[config.mk]
export PLATFORM = sky130hd
export DESIGN_NAME = puf_challenge_sequencer
export DESIGN_NICKNAME = d
export VERILOG_FILES = /design/src/rtl/puf_pkg.sv /design/src/rtl/puf_done_sync.sv /design/src/rtl/puf_challenge_sequencer.sv
export SDC_FILE = /design/constraint.sdc
export NUM_CORES = 1
export LEC_CHECK = 0
export CAP_MARGIN = 20
export CELL_PAD_IN_SITES_DETAIL_PLACEMENT = 0
export CELL_PAD_IN_SITES_GLOBAL_PLACEMENT = 2
export CORE_MARGIN = 1.5
export CORE_UTILIZATION = 29
export CTS_BUF_LIST = sky130_fd_sc_hd__clkbuf_16
export DETAILED_ROUTE_END_ITERATION = 8
export GPL_TIMING_DRIVEN = 0
export MAX_ROUTING_LAYER = met4
export PLACE_DENSITY = 0.85
export SLEW_MARGIN = 10
export SYNTH_ARGS = -nofsm -noshare
export SYNTH_HDL_FRONTEND = slang
export SYNTH_SLANG_ARGS = --single-unit
[constraint.sdc]
create_clock -name clock -period 2.1 [get_ports clock]
set_input_delay 0.42 -clock clock [delete_from_list [all_inputs] [get_ports clock]]
set_output_delay 0.42 -clock clock [all_outputs]
set_load 0.05 [all_outputs]
[src/rtl/puf_pkg.sv]
// Shared types and constants for the PUF challenge sequencer.
`timescale 1ns/1ps
package puf_pkg;

  localparam int CHAL_W = 8;
  localparam int RESP_W = 8;

  typedef enum logic [2:0] {
    IDLE      = 3'd0,
    PRESET    = 3'd1,
    RUN       = 3'd2,
    CAPTURE   = 3'd3,
    NEXT_EVAL = 3'd4,
    OUTPUT    = 3'd5
  } state_t;

  // Bits needed to count 0..n votes without saturating.
  function automatic int vote_w(input int n);
    return (n < 1) ? 1 : $clog2(n + 1);
  endfunction

endpackage

[src/rtl/puf_done_sync.sv]
// Two-flop synchronizer for the asynchronous all_done flag from the PUF.
`timescale 1ns/1ps
module puf_done_sync (
  input  logic clock,
  input  logic computer_reset_n,
  input  logic async_in,
  output logic sync_out
);

  logic sync_p0;
  logic sync_p1;

  // Stage 0 -> stage 1: metastability filter on the raw flag
  always_ff @(posedge clock or negedge computer_reset_n) begin
    if (!computer_reset_n) begin
      sync_p0 <= 1'b0;
      sync_p1 <= 1'b0;
    end else begin
      sync_p0 <= async_in;
      sync_p1 <= sync_p0;
    end
  end

  assign sync_out = sync_p1;

endmodule

[src/rtl/puf_challenge_sequencer.sv]
// Drives puf_parallel through a batch of challenges, repeats each one
// NUM_EVALS times, majority-votes every response bit and hands one voted
// response per challenge downstream over valid/ready.
`timescale 1ns/1ps
module puf_challenge_sequencer
  import puf_pkg::*;
#(
  parameter int NUM_EVALS      = 7,
  parameter int SETTLE_CYCLES  = 4,
  parameter int TIMEOUT_CYCLES = 1024,
  parameter int ENABLE_W       = 32
) (
  input  logic                clock,
  input  logic                computer_reset_n,
  input  logic                start,
  input  logic [CHAL_W-1:0]   first_challenge,
  input  logic [7:0]          num_challenges,
  input  logic [ENABLE_W-1:0] enable_mask,
  output logic [ENABLE_W-1:0] puf_enable,
  output logic [CHAL_W-1:0]   puf_challenge,
  output logic                puf_reset,
  input  logic [RESP_W-1:0]   puf_out,
  input  logic                puf_all_done,
  output logic                resp_valid,
  input  logic                resp_ready,
  output logic [CHAL_W-1:0]   resp_challenge,
  output logic [RESP_W-1:0]   resp_data,
  output logic                resp_timeout,
  output logic                busy
);

  localparam int VOTE_W = vote_w(NUM_EVALS);
  localparam int SET_W  = $clog2(SETTLE_CYCLES + 1);
  localparam int WT_W   = $clog2(TIMEOUT_CYCLES + 1);

  localparam logic [VOTE_W-1:0] VOTE_HALF = VOTE_W'(NUM_EVALS / 2);
  localparam logic [VOTE_W-1:0] EVAL_LAST = VOTE_W'(NUM_EVALS - 1);
  localparam logic [SET_W-1:0]  SET_LAST  = SET_W'(SETTLE_CYCLES - 1);
  localparam logic [WT_W-1:0]   WT_LAST   = WT_W'(TIMEOUT_CYCLES - 1);

  state_t              state;
  state_t              state_nxt;
  logic                done_s;
  logic [SET_W-1:0]    settle_cnt;
  logic [WT_W-1:0]     wait_cnt;
  logic [VOTE_W-1:0]   eval_cnt;
  logic [8:0]          remaining;
  logic [CHAL_W-1:0]   cur_chal;
  logic                to_flag;
  logic [RESP_W-1:0]   voted;

  logic start_ok;
  logic settle_last;
  logic wait_last;
  logic eval_last;
  logic handshake;
  logic clear_votes;

  assign start_ok    = (state == IDLE) && start;
  assign settle_last = (settle_cnt == SET_LAST);
  assign wait_last   = (wait_cnt == WT_LAST);
  assign eval_last   = (eval_cnt == EVAL_LAST);
  assign handshake   = (state == OUTPUT) && resp_valid && resp_ready;
  assign clear_votes = start_ok || handshake;

  puf_done_sync u_done_sync (
    .clock            (clock),
    .computer_reset_n (computer_reset_n),
    .async_in         (puf_all_done),
    .sync_out         (done_s)
  );

  // State register
  always_ff @(posedge clock or negedge computer_reset_n) begin
    if (!computer_reset_n) state <= IDLE;
    else                   state <= state_nxt;
  end

  // Next-state logic; in RUN a simultaneous done and timeout resolves to done
  always_comb begin
    state_nxt = state;
    unique case (state)
      IDLE:      if (start) state_nxt = PRESET;
      PRESET:    if (settle_last) state_nxt = RUN;
      RUN: begin
        if (done_s)         state_nxt = CAPTURE;
        else if (wait_last) state_nxt = NEXT_EVAL;
      end
      CAPTURE:   state_nxt = NEXT_EVAL;
      NEXT_EVAL: state_nxt = eval_last ? OUTPUT : PRESET;
      OUTPUT: begin
        if (handshake) state_nxt = (remaining == 9'd1) ? IDLE : PRESET;
      end
      default:   state_nxt = IDLE;
    endcase
  end

  // PUF drive: held in reset with enables off except while evaluating
  always_comb begin
    puf_reset  = 1'b1;
    puf_enable = '0;
    busy       = (state != IDLE);
    if (state == RUN || state == CAPTURE) begin
      puf_reset  = 1'b0;
      puf_enable = enable_mask;
    end
  end

  assign puf_challenge = cur_chal;

  // Settle and timeout counters restart whenever their state is left
  always_ff @(posedge clock or negedge computer_reset_n) begin
    if (!computer_reset_n) begin
      settle_cnt <= '0;
      wait_cnt   <= '0;
    end else begin
      settle_cnt <= (state == PRESET) ? settle_cnt + SET_W'(1) : '0;
      wait_cnt   <= (state == RUN)    ? wait_cnt + WT_W'(1)    : '0;
    end
  end

  // Batch bookkeeping: current challenge, challenges left, eval index, timeout flag
  always_ff @(posedge clock or negedge computer_reset_n) begin
    if (!computer_reset_n) begin
      cur_chal  <= '0;
      remaining <= '0;
      eval_cnt  <= '0;
      to_flag   <= 1'b0;
    end else if (start_ok) begin
      cur_chal  <= first_challenge;
      remaining <= (num_challenges == 8'd0) ? 9'd256 : {1'b0, num_challenges};
      eval_cnt  <= '0;
      to_flag   <= 1'b0;
    end else if (handshake) begin
      cur_chal  <= cur_chal + CHAL_W'(1);
      remaining <= remaining - 9'd1;
      eval_cnt  <= '0;
      to_flag   <= 1'b0;
    end else begin
      if (state == RUN && !done_s && wait_last) to_flag <= 1'b1;
      if (state == NEXT_EVAL && !eval_last) eval_cnt <= eval_cnt + VOTE_W'(1);
    end
  end

  // One vote counter per response bit; counts ones seen across evaluations
  for (genvar i = 0; i < RESP_W; i++) begin : g_vote
    logic [VOTE_W-1:0] cnt;

    // Accumulate bit i on each capture, cleared per challenge
    always_ff @(posedge clock or negedge computer_reset_n) begin
      if (!computer_reset_n)    cnt <= '0;
      else if (clear_votes)     cnt <= '0;
      else if (state == CAPTURE) cnt <= cnt + VOTE_W'(puf_out[i]);
    end

    assign voted[i] = (cnt > VOTE_HALF);
  end

  // Response register: loaded on the way into OUTPUT, held until accepted
  always_ff @(posedge clock or negedge computer_reset_n) begin
    if (!computer_reset_n) begin
      resp_valid     <= 1'b0;
      resp_challenge <= '0;
      resp_data      <= '0;
      resp_timeout   <= 1'b0;
    end else if (state == NEXT_EVAL && eval_last) begin
      resp_valid     <= 1'b1;
      resp_challenge <= cur_chal;
      resp_data      <= voted;
      resp_timeout   <= to_flag;
    end else if (handshake) begin
      resp_valid     <= 1'b0;
    end
  end

endmodule

==> results of run 1 <==
## per-stage QoR
stage               std cells  setup slack, ns  instance area [um^2]  TNS [ns]
global route              731         0.000989                  6070         0
floorplan                 411            0.158                  4190         0
global placement          711            -2.40                  5620   -222.22
CTS                       729         -0.00317                  6030  -0.00780
finish                    731           0.0442                  6070         0
detailed placement        712           -0.642                  5640    -26.75
## per-layer routing
| layer | up-vias | global-route usage | routed length (um) |
|---|---|---|---|
| met5 | - | - | 0 |
| met4 | 0 | 0.0524 | 209 |
| met3 | 17 | 0.0341 | 258 |
| met2 | 36 | 0.240 | 5270 |
| met1 | 1664 | 0.207 | 5170 |
| li1 | 1673 | - | - |
## state kept, by name, summed over array words and instances (netlist names)
signal and count:
u_done_sync.sync_p0 1, wait_cnt 11, state 3, remaining 9
resp_challenge 8, to_flag 1, g_vote.cnt 24, eval_cnt 3
settle_cnt 3, u_done_sync.sync_out 1, resp_timeout 1, resp_data 8
resp_valid 1, puf_challenge 8
## cell usage in the layout, fill, tap and decap left out, types with 3 or more instances in the layout
cell type,Yosys,layout
buf_6,1,33
a311oi_1,3,3
mux2_2,17,17
dfrtp_1,82,82
dlymetal6s2s_1,0,3
buf_4,2,9
xnor2_1,13,13
o2bb2ai_1,3,3
clkbuf_16,0,9
clkdlybuf4s50_1,0,82
nor4_1,8,8
buf_2,7,7
o21ai_0,10,10
xor2_1,17,17
nand2_1,61,61
o21ai_1,3,3
nand4_1,5,5
nor2_1,29,28
and2_1,33,32
a21oi_1,21,20
inv_1,9,9
clkbuf_1,11,5
nand3_1,8,8
nor3_1,8,8
ha_1,24,24
and4_1,3,3
## power breakdown
part / switching [mW] / leakage, nW / total [mW] / internal (mW)
combinational: 1.71 / 1.49 / 2.80 / 1.09
clock: 0.642 / 0.147 / 1.67 / 1.03
sequential: 0.305 / 1.10 / 2.18 / 1.88
## layout make-up
type,count,area [um^2]
fillers,1391,7920
flip-flops and latches,82,2050
multi-input cells,299,2010
repair buffers,126,1300
clock buffers,9,225
well taps,180,225
plain buffers,21,139
clock inverters,5,81.3
inverters,9,33.8
## what timing repair did
action | 4_1_cts | 5_1_grt
gates resized for setup | 234 | 19
buffers inserted | 3 | 2
pin swaps | 1 | 0
endpoints found under the setup margin | 43 | 50
## worst paths after layout
check                                              startpoint  slack (ns)                             end  cells past startpoint
min in group clock              u_done_sync.sync_p0$_DFF_PN0_        0.35  u_done_sync.sync_out$_DFF_PN0_                      0
worst max register to register           state[0]$_DFFE_PN0P_        0.18        remaining[6]$_DFFE_PN0N_                      6
worst min register to register  u_done_sync.sync_p0$_DFF_PN0_        0.35  u_done_sync.sync_out$_DFF_PN0_                      0
max in group asynchronous                    computer_reset_n        1.43        remaining[5]$_DFFE_PN0N_                      2
worst min-delay path                         computer_reset_n        0.06        resp_data[6]$_DFFE_PN0P_                      1
worst max-delay path                   resp_valid$_DFFE_PN0P_        0.04                      resp_valid                      1
## cell families after synthesis
logic type,after synthesis
AND/OR/NAND/NOR,175
flip-flops,82
AO/OA/AOI/OAI,53
XOR/XNOR,30
buffers and inverters,30
adder cells (fa/ha/maj),24
multiplexers,17
==> reports/qor_table.md, run 1 <==
| Item | This run |
| --- | --- |
| Result of the run | complete, no violations |
| Number of vias in the routed layout | 3390 |
| Clock-pin slew on the worst setup and hold paths | 0.06 ns |
| Area enclosed by the die boundary | 15200 um^2 |
| Count leader, synth | dfrtp_1 |
| Synthesized netlist net count | 496 |
| Final setup violating endpoints | 0 |
| Mapped Area | 4190 um^2 |
| Dominant delay contributor by cell family on the critical path | buffers and inverters |
| Signed area change from the synthesized netlist to the final layout | 44.9% |
| Largest cells by area after synthesis | dfrtp_1 49%, ha_1 7.2%, nand2_1 5.5% |
| Horizontal extent of the die | 123 um |
| First-pass GRT wire length | 18.0 mm |
| Number of placed I/O pins | 121 |
| Power, Total | 6.65 mW |
| EDFF count, synth | 0 |
| Synth Area in XOR/XNOR | 0.0627 |
| Via/cell ratio | 4.64 |
| TritonCTS clock tree | done |
| Post-Synth Adder-Cell Area | 0.0717 |
| # nets final | 633 |
| Post-route minimum period | 2.06 ns |
| Most used flip-flop cell after synthesis | dfrtp_1 |
| Skew final | 0.00801 ns |
| Slowest stage cell, crit path | clkdlybuf4s50_1 |
| Setup crit start kind | flop |
| Antenna diode instance count | 0 |
| Unrepaired setup endpoints after global routing | false |
| Top cell types by occurrence after synthesis | 82 x dfrtp_1, 61 x nand2_1, 33 x and2_1 |
| Ys Warns | 0 |
| Worst setup path class | flop to output port |
| Clock root buffer | clkbuf_16 |
| Mux cell area share after synthesis | 0.0457 |
| Longest individual stage delay on the worst path | 0.87 ns |
| Maximum root-to-sink buffer count | 2 |
| CTS H-tree lvls | 3 |
| Antenna-violating nets left | 0 |
| First-iteration detailed-routing DRC count | 184 |
| Max-cap violations | 0 |
| Required time worst endpoint | 1.68 ns |
| Pin count of the biggest net entering global routing | 44 |
| CTS Hold Buffers Added | 0 |
| Power per cell area | 1100 nW/um^2 |
| Gate count after technology mapping | 411 |
| Type of destination of the critical path | output port |
| Count of endpoints failing hold in the final timing report | 0 |
| Max-slew headroom at the worst pin | 0.632 |
| Sequential share of the synthesized area | 0.490 |
| CP cell instances | clkdlybuf4s50_1 |
| Synthesized-area fraction occupied by ao, oa, aoi and oai cells | 0.0780 |
| Highest clock rate | 486 MHz |
| Largest family of logic cells by synthesized area | simple AND/OR/NAND/NOR gates |
| Synth cell types | 48 |
| Flops & latches, synth | 82 |
| Count of input and output buffers | 120 |
| Critical path buffers and inverters | 1 |
| Area of the core region | 14000 um^2 |
| Share of synthesized cell area in and, or, nand and nor gates | 0.220 |
| Data arrival time of the critical path | 1.64 ns |
| Layout cells sized above 1 | 0.185 |
| Hold slack | 0.0576 ns |
| Final routed wirelength across all metal layers | 10.9 mm |
| Dpl hpwl | 7.90 mm |
| Final worst path period share | 0.979 |
| Final routed DRC violation total | 0 |
| All-Layer GR Usage | 0.157 |
| Measured slew at the worst slew-check pin | 0.550 ns |
| Wire per inst | 14.9 um |
| Clock sink count | 82 |
| Die height | 123 um |
| Asr flop ratio synth | 1.00 |
| Share of the core filled with cells in the final layout | 0.434 |
| Pins over their slew limit | 0 |
| Maximum fanout count along the critical path | 5 |
| Static Leakage | 2.74 nW |
| Syn avg cell area | 10.2 um^2 |
| Drt pass-1 iters | 4 |
| Effective utilization at floorplan | 0.299 |
| Peak ir drop on the vdd network | 0.415 mV |
| Number of placement rows | 43 |
| Total grt overflow | 0 |
| Initial antenna violation count | 0 |
| RePlAce Congestion | 0.766 |
| Cell taking the most area after synthesis | dfrtp_1 |
| Clock insertion delay at the later pin of the skew report | 0.34 ns |
| CTS Buf Count | 9 |
| Vias in the first global route | 3490 |
| Worst hold-check path type | primary input to async pin |
| Share of the synthesized area in the top cell type | 0.490 |
No activity file was read; power rests on OpenSTA's default activity.
==> inputs of run 2 (changes only) <==
--- a/config.mk
+++ b/config.mk
@@ -8,6 +8,7 @@
 export CAP_MARGIN = 20
 export CELL_PAD_IN_SITES_DETAIL_PLACEMENT = 0
 export CELL_PAD_IN_SITES_GLOBAL_PLACEMENT = 2
+export CORE_ASPECT_RATIO = 0.6
 export CORE_MARGIN = 1.5
 export CORE_UTILIZATION = 29
 export CTS_BUF_LIST = sky130_fd_sc_hd__clkbuf_16
==> run 2 against run 1 <==
Net effect: worst hold slack better by 0.29 ns; clock-buffer cell count unchanged; cell count up 1.9%; cell area down 0.52%; register-to-register slack worse by 0.04 ns; non-clock buffer count down 1; die area up 0.16%; global-route usage down 0.32 points; clock skew down 0.0030 ns; largest power group unchanged.
==> reports/qor_table.md, run 2 (synthesized netlist as in run 1, its figures left out) <==
| Item | This run | Change |
| --- | --- | --- |
| Result of the run | complete, no violations |  |
| Number of stages on the worst setup path | 1 | unchanged |
| CTS H-tree lvls | 3 | unchanged |
| Maximum fanout count along the critical path | 5 | unchanged |
| Type of destination of the critical path | output port |  |
| Clock root buffer | clkbuf_16 |  |
| Most frequent cells in the layout | 82 x dfrtp_1, 80 x clkdlybuf4s50_1, 61 x nand2_1 |  |
| Clock-pin slew on the worst setup and hold paths | 0.06 ns | about the same |
| Filler cell count | 1351 | -2.9% |
| Largest registers | g_vote.cnt x24, wait_cnt x11, remaining x9 |  |
| Antenna diode instance count | 0 | unchanged |
| Number of placed I/O pins | 121 | unchanged |
| # nets final | 633 | unchanged |
| Dpl hpwl | 8.18 mm | +3.5% |
| Dominant delay contributor by cell family on the critical path | buffers and inverters |  |
| Initial antenna violation count | 0 | unchanged |
| Top register by number of flip-flops | g_vote.cnt |  |
| Pin count of the biggest net entering global routing | 59 | +34% |
| Pins over their slew limit | 0 | unchanged |
| Power per cell area | 1070 nW/um^2 | -2.1% |
| Sw frac | 0.408 | +0.00805 |
| First-iteration detailed-routing DRC count | 136 | -26% |
| Worst setup path class | flop to output port |  |
| Clock sink count | 82 | unchanged |
| Data arrival time of the critical path | 1.62 ns | -0.02 ns |
| Static Leakage | 2.75 nW | +0.13% |
| Most frequent standard cell in the layout excluding fill and tap cells | dfrtp_1 |  |
| RePlAce Congestion | 0.743 | -3.0% |
| Max-cap violations | 0 | unchanged |
| Via/cell ratio | 4.50 | -2.9% |
| Longest individual stage delay on the worst path | 0.84 ns | -0.03 ns |
| Pint | 3.84 mW | -3.9% |
| Max-slew headroom at the worst pin | 0.627 | -0.00507 |
| Critical path buffers and inverters | 1 | unchanged |
| Number of vias in the routed layout | 3355 | -1.0% |
| Area of the core region | 13900 um^2 | -0.82% |
| Drt pass-1 iters | 4 | unchanged |
| Layout cells sized above 1 | 0.177 | -0.00790 |
| Comb pwr share | 0.428 | +0.007 |
| Number of placement rows | 33 | -23% |
| TNS Setup | 0 ns | unchanged |
| Depth of the most critical reg-to-reg path | 6 | unchanged |
| Measured slew at the worst slew-check pin | 0.559 ns | +0.00842 ns |
| Largest register FFs | 24 | unchanged |
| Effective utilization at floorplan | 0.302 | +0.00248 |
| Signed area change from the synthesized netlist to the final layout | 44.1% |  |
| First-pass GRT wire length | 17.2 mm | -4.3% |
| CTS Buf Count | 9 | unchanged |
| Die height | 96.1 um | -22% |
| Highest clock rate | 491 MHz | +0.97% |
| Horizontal extent of the die | 158 um | +28% |
| Skew final | 0.00500 ns | -0.00302 ns |
| Clock share of power | 0.235 | -0.016 |
| Count of input and output buffers | 120 | unchanged |
| Clock insertion delay at the later pin of the skew report | 0.34 ns | about the same |
| Post-route minimum period | 2.04 ns | -0.0198 ns |
| Switching power summed over all nets | 2.64 mW | -0.67% |
| Slowest stage cell, crit path | clkdlybuf4s50_1 |  |
| Maximum root-to-sink buffer count | 2 | unchanged |
| Final routed DRC violation total | 0 | unchanged |
| Unrepaired setup endpoints after global routing | true |  |
| CP cell instances | clkdlybuf4s50_1 |  |
| TritonCTS clock tree | done |  |
| Required time worst endpoint | 1.68 ns | about the same |
| Setup crit start kind | flop |  |
| Final setup violating endpoints | 0 | unchanged |
| Cell depth of the worst min-delay path | 0 |  |
| Worst hold-check path type | flop to flop |  |
| Peak ir drop on the vdd network | 0.405 mV | -2.4% |
| Vias in the first global route | 3188 | -8.7% |
| Count of endpoints failing hold in the final timing report | 0 | unchanged |
| Sequential share of power | 0.337 | +0.009 |
| Area enclosed by the die boundary | 15200 um^2 | +0.16% |
| Final worst path period share | 0.970 | -0.00943 |
| Total grt overflow | 0 | unchanged |
| Hold slack | 0.348 ns | +0.290 ns |
| Final routed wirelength across all metal layers | 10.9 mm | +0.22% |
| All-Layer GR Usage | 0.154 | -0.00318 |
| Wire per inst | 14.7 um | -1.7% |
| Antenna-violating nets left | 0 | unchanged |
run 2: cell types whose count changed in the layout (fill, tap and decap cells not counted), moves of 2 or more:
cell | before | now
buf_4 | 9 | 15
buf_6 | 33 | 27
clkbuf_4 | 2 | 0
clkdlybuf4s50_1 | 82 | 80
clkinv_1 | 0 | 2
clkinv_2 | 1 | 3
dlymetal6s2s_1 | 3 | 5
run 2: path summary, 6_finish.rpt:
check | from | end | slack, ns
max in group asynchronous | computer_reset_n | wait_cnt[1]$_DFF_PN0_ | 0.96
worst min-delay path | u_done_sync.sync_p0$_DFF_PN0_ | u_done_sync.sync_out$_DFF_PN0_ | 0.35
worst max register to register | state[0]$_DFFE_PN0P_ | remaining[1]$_DFFE_PN0N_ | 0.14
worst min register to register | u_done_sync.sync_p0$_DFF_PN0_ | u_done_sync.sync_out$_DFF_PN0_ | 0.35
min in group asynchronous | computer_reset_n | g_vote[6].cnt[2]$_DFFE_PN0P_ | 0.54
worst max-delay path | puf_challenge[4]$_DFFE_PN0N_ | puf_challenge[4] | 0.06
run 2: power by group through the flow:
| stage | clock network (mW) | logic [mW] | registers [mW] |
|---|---|---|---|
| 2_1_floorplan | 0 | 1.49 | 2.46 |
| 3_3_place_gp | 0 | 2.66 | 2.19 |
| 6_report | 1.52 | 2.77 | 2.18 |
| 3_5_place_dp | 0 | 2.70 | 2.20 |
| 5_1_grt | 1.65 | 3.01 | 2.23 |
| 4_1_cts | 1.57 | 2.78 | 2.17 |
run 2: final cells by class:
type                            count  area, um^2  area share
Buffer                             20         118      0.0195
Clock buffer                        9         225      0.0373
Clock inverter                      7        60.1     0.00995
Inverter                            9        33.8     0.00559
Multi-Input combinational cell    300        2020       0.335
Sequential cell                    82        2050       0.340
Tap cell                          192         240      0.0398
Timing Repair Buffer              126        1290       0.213
run 2: metrics by stage:
| stage | total power, mW | util | instances | setup WS [ns] | cell area (um^2) |
|---|---|---|---|---|---|
| after CTS | 6.52 | 0.433 | 744 | -0.00799 | 6000 |
| after global routing | 6.89 | 0.435 | 745 | -0.0315 | 6040 |
| after detailed placement | 4.91 | 0.408 | 724 | -0.682 | 5660 |
| after global placement | 4.86 | 0.406 | 723 | -2.40 | 5630 |
| after floorplan | 3.94 | - | 411 | 0.158 | 4190 |
| final | 6.48 | 0.435 | 745 | 0.0640 | 6040 |
run 2: layer usage:
metal | GRT usage | routed length (um)
met5 | - | 0
met2 | 0.203 | 4590
met1 | 0.228 | 5770
met4 | 0.0397 | 104
met3 | 0.0410 | 463
run 2: what timing repair did:
| item | 4_1_cts | 5_1_grt |
|---|---|---|
| gates resized for setup | 229 | 16 |
| pin swaps | 1 | 0 |
| setup endpoints to repair | 54 | 50 |
| setup buffers | 3 | 1 |
| hold buffers | 1 | 0 |
| cloned | 0 | 1 |
| endpoints found under the hold margin | 22 | 0 |
